### src/rtl/lin_resp_frame.sv
// LIN responder: serialises 1..MAX_BYTES data bytes plus a LIN checksum byte
// (classic or enhanced) after a commander header, each bit held BIT_DIV cycles.
// Optional build macro LIN_RESP_PARITY_CHECK_EN: reject starts whose PID parity
// bits are wrong.
module lin_resp_frame #(
  parameter int unsigned MAX_BYTES = 8,
  parameter int unsigned BIT_DIV   = 1
) (
  input  logic                   sys_clk,
  input  logic                   rst,
  input  logic                   start,
  input  logic [7:0]             pid,
  input  logic [3:0]             data_len,
  input  logic                   enhanced,
  input  logic [8*MAX_BYTES-1:0] data,
  output logic                   sdo_resp,
  output logic                   resp_busy,
  output logic                   resp_tx_done,
  output logic [7:0]             checksum,
  output logic                   resp_err
);

  localparam int unsigned     CntW      = (BIT_DIV > 1) ? $clog2(BIT_DIV) : 1;
  localparam logic [CntW-1:0] CntReload = CntW'(BIT_DIV - 1);
  localparam logic [3:0]      MaxLen    = 4'(MAX_BYTES);

  typedef enum logic [2:0] {StIdle, StStartBit, StDataBit, StStopBit, StDone} state_e;

  state_e                 state_q, state_d;
  logic [8*MAX_BYTES-1:0] data_q;
  logic [3:0]             len_q;
  logic [3:0]             byte_idx_q;  // bytes already loaded minus one; == len_q for checksum
  logic [2:0]             bit_idx_q;
  logic [CntW-1:0]        bit_cnt_q;
  logic [7:0]             shift_q;     // byte currently on the wire
  logic [7:0]             acc_q;
  logic [7:0]             checksum_q;
  logic                   err_q;

  logic       bit_end;
  logic       parity_ok;
  logic       accept;
  logic [3:0] len_eff;
  logic [3:0] byte_nxt;
  logic [7:0] acc_init;
  logic [7:0] nxt_byte;

  // 8-bit add with end-around carry
  function automatic logic [7:0] ones_add(input logic [7:0] a, input logic [7:0] b);
    logic [8:0] s;
    s = {1'b0, a} + {1'b0, b};
    return s[7:0] + {7'd0, s[8]};
  endfunction

`ifdef LIN_RESP_PARITY_CHECK_EN
  assign parity_ok = (pid[6] == (pid[0] ^ pid[1] ^ pid[2] ^ pid[4])) &&
                     (pid[7] == ~(pid[1] ^ pid[3] ^ pid[4] ^ pid[5]));
`else
  assign parity_ok = 1'b1;
`endif

  assign accept   = (data_len != 4'd0) && parity_ok;
  assign len_eff  = (data_len > MaxLen) ? MaxLen : data_len;
  assign acc_init = enhanced ? pid : 8'h00;
  assign bit_end  = (bit_cnt_q == '0);
  assign byte_nxt = byte_idx_q + 4'd1;

  // Select the next payload byte from the latched frame
  always_comb begin
    nxt_byte = 8'h00;
    for (int unsigned k = 0; k < MAX_BYTES; k++) begin
      if (byte_nxt == 4'(k)) nxt_byte = data_q[8*k +: 8];
    end
  end

  // State register
  always_ff @(posedge sys_clk) begin
    if (rst) state_q <= StIdle;
    else     state_q <= state_d;
  end

  // Next-state logic
  always_comb begin
    state_d = state_q;
    case (state_q)
      StIdle:     if (start && accept) state_d = StStartBit;
      StStartBit: if (bit_end) state_d = StDataBit;
      StDataBit:  if (bit_end && (bit_idx_q == 3'd7)) state_d = StStopBit;
      StStopBit:  if (bit_end) state_d = (byte_idx_q == len_q) ? StDone : StStartBit;
      StDone:     state_d = StIdle;
      default:    state_d = StIdle;
    endcase
  end

  // Datapath: frame latch, bit timing, byte sequencing and checksum accumulation
  always_ff @(posedge sys_clk) begin
    if (rst) begin
      data_q     <= '0;
      len_q      <= '0;
      byte_idx_q <= '0;
      bit_idx_q  <= '0;
      bit_cnt_q  <= '0;
      shift_q    <= '0;
      acc_q      <= '0;
      checksum_q <= '0;
      err_q      <= 1'b0;
    end else begin
      err_q <= 1'b0;
      case (state_q)
        StIdle: begin
          if (start) begin
            if (accept) begin
              data_q     <= data;
              len_q      <= len_eff;
              byte_idx_q <= '0;
              bit_idx_q  <= '0;
              bit_cnt_q  <= CntReload;
              shift_q    <= data[7:0];
              acc_q      <= ones_add(acc_init, data[7:0]);
            end else begin
              err_q <= 1'b1;
            end
          end
        end
        StStartBit, StDataBit, StStopBit: begin
          bit_cnt_q <= bit_end ? CntReload : bit_cnt_q - CntW'(1);
          if (bit_end && (state_q == StDataBit)) bit_idx_q <= bit_idx_q + 3'd1;
          if (bit_end && (state_q == StStopBit)) begin
            if (byte_nxt < len_q) begin
              byte_idx_q <= byte_nxt;
              shift_q    <= nxt_byte;
              acc_q      <= ones_add(acc_q, nxt_byte);
            end else if (byte_nxt == len_q) begin
              // Checksum byte goes out next; publish it as it starts
              byte_idx_q <= byte_nxt;
              shift_q    <= ~acc_q;
              checksum_q <= ~acc_q;
            end
          end
        end
        default: ;
      endcase
    end
  end

  // Outputs decoded from state
  always_comb begin
    sdo_resp     = 1'b1;
    resp_busy    = 1'b0;
    resp_tx_done = 1'b0;
    case (state_q)
      StStartBit: begin
        sdo_resp  = 1'b0;
        resp_busy = 1'b1;
      end
      StDataBit: begin
        sdo_resp  = shift_q[bit_idx_q];
        resp_busy = 1'b1;
      end
      StStopBit: resp_busy = 1'b1;
      StDone:    resp_tx_done = 1'b1;
      default: ;
    endcase
  end

  assign checksum = checksum_q;
  assign resp_err = err_q;

endmodule

### config.mk
export PLATFORM = sky130hd
export DESIGN_NAME = lin_resp_frame
export DESIGN_NICKNAME = d
export VERILOG_FILES = /design/src/rtl/lin_resp_frame.sv
export SDC_FILE = /design/constraint.sdc
export NUM_CORES = 1
export LEC_CHECK = 0
export ABC_AREA = 1
export BUFFER_PORTS_ARGS = -buffer_cell sky130_fd_sc_hd__buf_2
export CORE_ASPECT_RATIO = 1.5
export CORE_MARGIN = 3
export CORE_UTILIZATION = 25
export CTS_CLUSTER_SIZE = 8
export DETAILED_ROUTE_END_ITERATION = 6
export PLACE_DENSITY_LB_ADDON = 0.1
export RECOVER_POWER = 50
export SYNTH_ARGS = -nofsm -noshare
export SYNTH_HDL_FRONTEND = slang
export SYNTH_SLANG_ARGS = --single-unit
### constraint.sdc
create_clock -name sys_clk -period 5.05 [get_ports sys_clk]
set_input_delay 0.7575 -clock sys_clk [delete_from_list [all_inputs] [get_ports sys_clk]]
set_output_delay 0.7575 -clock sys_clk [all_outputs]
set_load 0.05 [all_outputs]
==> reports/summary.json <==
{
  "status": "finished with violations",
  "failed_checks": "capacitance limit, slew limit",
  "dp_hpwl_mm": 15.0,
  "power.net_switching_mw": 1.86,
  "clock_transition_at_the_register_clock_pins_on_the_worst_setup_and_hold_paths_after_cts_ps": 80,
  "post_synth_inst_count": 858,
  "timing.critical_path.required_ps": 5320,
  "synthDominantCellAreaShare_pct": 35.2,
  "area_growth_syn_to_layout_pct": 18.4,
  "cpMaxStageDelayCell": "dfxtp_1",
  "synth-seq-area-share_pct": 35.2,
  "cpPeakStageDelay_ps": 470,
  "post_synth_instance_area_um2": 5850,
  "finalHoldWorstSlack_ps": 455,
  "vdd_ir_drop_max_v": 0.000188,
  "rsz0062_at_grt": "false",
  "layout-drive-gt1-share_pct": 12.9,
  "cts_tree": "built",
  "timing.critical_path.arrival_ps": 4700,
  "avgRoutedWirePerCell_um": 15.3,
  "die_area_um2": 25300,
  "timing.fmax_mhz": 226,
  "finalHoldViolCount": 0,
  "clockBufferDepth": 2,
  "yosys_warnings": 0,
  "timing.max_slew.rel_slack_pct": -37.3,
  "power.clock.fraction_pct": 19.9,
  "timing.setup.critical_path_class": "register to register",
  "power_leakage_nw": 3.18,
  "comb_pwr_share_pct": 51.4,
  "synth.area.top_cells": "dfxtp_1 35%, o21ai_0 9.8%, nand2_1 8.9%",
  "nNetsFinal": 1046,
  "drt-total-wl_mm": 19.1,
  "clock-skew-final_ps": 16.4,
  "antenna_left": 0,
  "yosys.cell_types.count": 45,
  "port_buffers": 91,
  "final-instance-count-excl-fill": 1251,
  "fin_crit_sh_pct": 87.8,
  "worstSetupEndpointType": "register",
  "multiInputGateArea_um2": 3260,
  "p_int_mw": 2.14,
  "detailed_router_iteration_count_before_antenna_repair": 4,
  "postSynthAreaPerCell_um2": 6.82,
  "insertion_delay_ps": 360,
  "chipHeight_um": 193,
  "final-max-slew-violation-count": 146,
  "cts-buffers-inserted": 9,
  "setup-violations-final": 0,
  "seqPwrFrac_pct": 28.7,
  "totalNegativeSetupSlack_ps": 0,
  "fillerInstances": 2623,
  "grt_pass1_vias": 5495,
  "final_period_minus_worst_setup_slack_ps": 4430,
  "placed_cells": 1235,
  "detail_route.drc_violations": 0,
  "floorplan.io_pins": 92,
  "vias_per_cell": 4.40,
  "floorplan.core_area_um2": 23100,
  "cts_hold_repair.buffers": 0,
  "grt_overflow": 0,
  "initialDrtViolationCount": 368,
  "vias": 5509,
  "maximum_number_of_pins_on_one_net_before_global_route_repair": 52,
  "core.rowCount": 68,
  "cp_common_cell": "nand2_1",
  "finalWeightedCongestion": 0.817,
  "seqCellArea_um2": 2060,
  "number_of_register_bits_inferred_by_synthesis": 103,
  "max_slew.worst_pin.slew_ps": 2060,
  "htree_levels": 3,
  "cts-root-buf": "clkbuf_16",
  "postSynthNetCount": 973,
  "start_util_pct": 25.4,
  "hold_path_class": "register to register",
  "cts_sinks": 103,
  "maxCapViolations": 3,
  "power_per_cell_area_nw_per_um2": 576,
  "timing.critical_path.fanout_max": 16,
  "worst_setup_path_start_kind": "register",
  "num_antenna_cells": 0,
  "dieWidth_um": 131,
  "yosys.area.top_type": "dfxtp_1",
  "grt_pass1_wl_mm": 30.1,
  "antenna_found_initial": 0,
  "gr-usage-all-layers_pct": 15.4,
  "swShare_pct": 46.5
}
## kinds of logic (layout without fill, tap and decap cells)
family / after synthesis / count (layout) / synth area share (%)
compound gates: 214 / 214 / 19.9
xor+xnor: 14 / 14 / 2.22
fa+ha+maj: 35 / 35 / 7.74
buf+inv: 145 / 223 / 9.38
flops: 103 / 103 / 35.2
mux: 1 / 1 / 0.171
simple gates: 346 / 346 / 25.4
## cell usage in the layout (no fill, tap or decap), types with 8 or more instances in the layout
cell	count
dfxtp_1	103
xor2_1	10
clkbuf_1	16
nor2_1	124
clkbuf_16	9
ha_1	31
nand2_1	139
buf_2	79
nand4_1	15
a21oi_1	62
nand3_1	40
o21ai_0	115
a211oi_1	8
inv_1	107
## power groups by stage
stage | combinational (mW) | sequential, mW | clock, mW
3_5_place_dp | 2.08 | 1.16 | 0
5_1_grt | 2.35 | 1.17 | 0.851
6_report | 2.05 | 1.15 | 0.795
2_1_floorplan | 1.51 | 1.09 | 0
4_1_cts | 2.09 | 1.15 | 0.819
3_3_place_gp | 2.09 | 1.17 | 0
## final cells by class
cell class	count	share of cell area, %
clock inverter	4	1.10
clock buffer	12	3.70
inverter	111	6.01
tap	315	5.68
timing repair buffer	96	6.73
multi-input combinational	610	47.0
sequential	103	29.7
## critical path: cells and delay by family, from the launching register on
kind,cells,cell delay (ps)
and+or+nand+nor,19,2030
adders and majority gates,4,1070
AOI/OAI and AO/OA,3,510
DFF,1,470
xor gates and xnor gates,1,160
buffers and inverters,2,90
## flip-flops by register name, indices dropped and copies added, names as in the netlist
| name | cells |
|---|---|
| resp_err | 1 |
| len_q | 4 |
| acc_q | 8 |
| state_q | 3 |
| checksum | 8 |
| shift_q | 8 |
| byte_idx_q | 4 |
| bit_idx_q | 3 |
| data_q | 64 |
## routing by layer
| layer | share of wire [%] | track usage, % | routed length [um] | vias to the layer above |
|---|---|---|---|---|
| met2 | 54 | 28.3 | 10400 | 79 |
| met1 | 41 | 18.0 | 7860 | 2465 |
| met5 | 0 | 0 | 0 | - |
| li1 | - | - | - | 2948 |
| met4 | 2.1 | 4.96 | 397 | 0 |
| met3 | 2.4 | 2.07 | 459 | 17 |
## worst paths after layout
check | from | to | slack (ps) | cells after the start
worst max-delay path | byte_idx_q[1]$_SDFFE_PP0P_ | acc_q[7]$_SDFFE_PP0P_ | 620 | 29
worst min-delay path | data_q[0]$_SDFFE_PP0P_ | data_q[0]$_SDFFE_PP0P_ | 450 | 2
worst max register to register | byte_idx_q[1]$_SDFFE_PP0P_ | acc_q[7]$_SDFFE_PP0P_ | 620 | 29
worst min register to register | data_q[0]$_SDFFE_PP0P_ | data_q[0]$_SDFFE_PP0P_ | 450 | 2
## Yosys cell counts
library cell,count
a221oi_1,5
a21boi_0,6
clkinv_1,2
or2_1,1
nor4_1,1
o22ai_1,1
buf_2,3
and2_1,1
o32ai_1,1
a21oi_2,1
nand4_1,15
nand3b_1,2
a31oi_1,4
nand2_1,139
dfxtp_1,103
o2111ai_1,1
o21ai_0,115
a211oi_1,8
nor2_1,125
o21ai_2,1
inv_1,106
nand2_2,4
buf_1,2
or2_2,5
fa_1,2
o31ai_1,1
o21bai_1,2
nor2_4,4
nor3_1,4
inv_2,3
nand3_1,40
o221ai_1,1
xnor2_2,1
a21oi_1,62
o211ai_1,1
a21o_1,1
clkbuf_2,1
xor2_1,10
or2_0,1
nand3_2,4
clkbuf_1,28
xnor2_1,3
ha_1,33
mux2i_1,1
o21ai_1,3
## repair_timing
action                     CTS  global route
setup buffers                0             0
resized for setup            0             3
setup endpoints to repair    0             1
## per-stage QoR
| stage | util, % | setup slack [ps] | area, um2 | power [mW] |
|---|---|---|---|---|
| after detailed placement | 28.7 | 573 | 6620 | 3.24 |
| after floorplan | - | 1160 | 5850 | 2.60 |
| after global placement | 28.7 | 693 | 6620 | 3.26 |
| final | 30.1 | 619 | 6930 | 4.00 |
| after CTS | 30.2 | 558 | 6960 | 4.05 |
| after global routing | 30.1 | 17.3 | 6930 | 4.37 |
(Power assumes the default switching activity.)
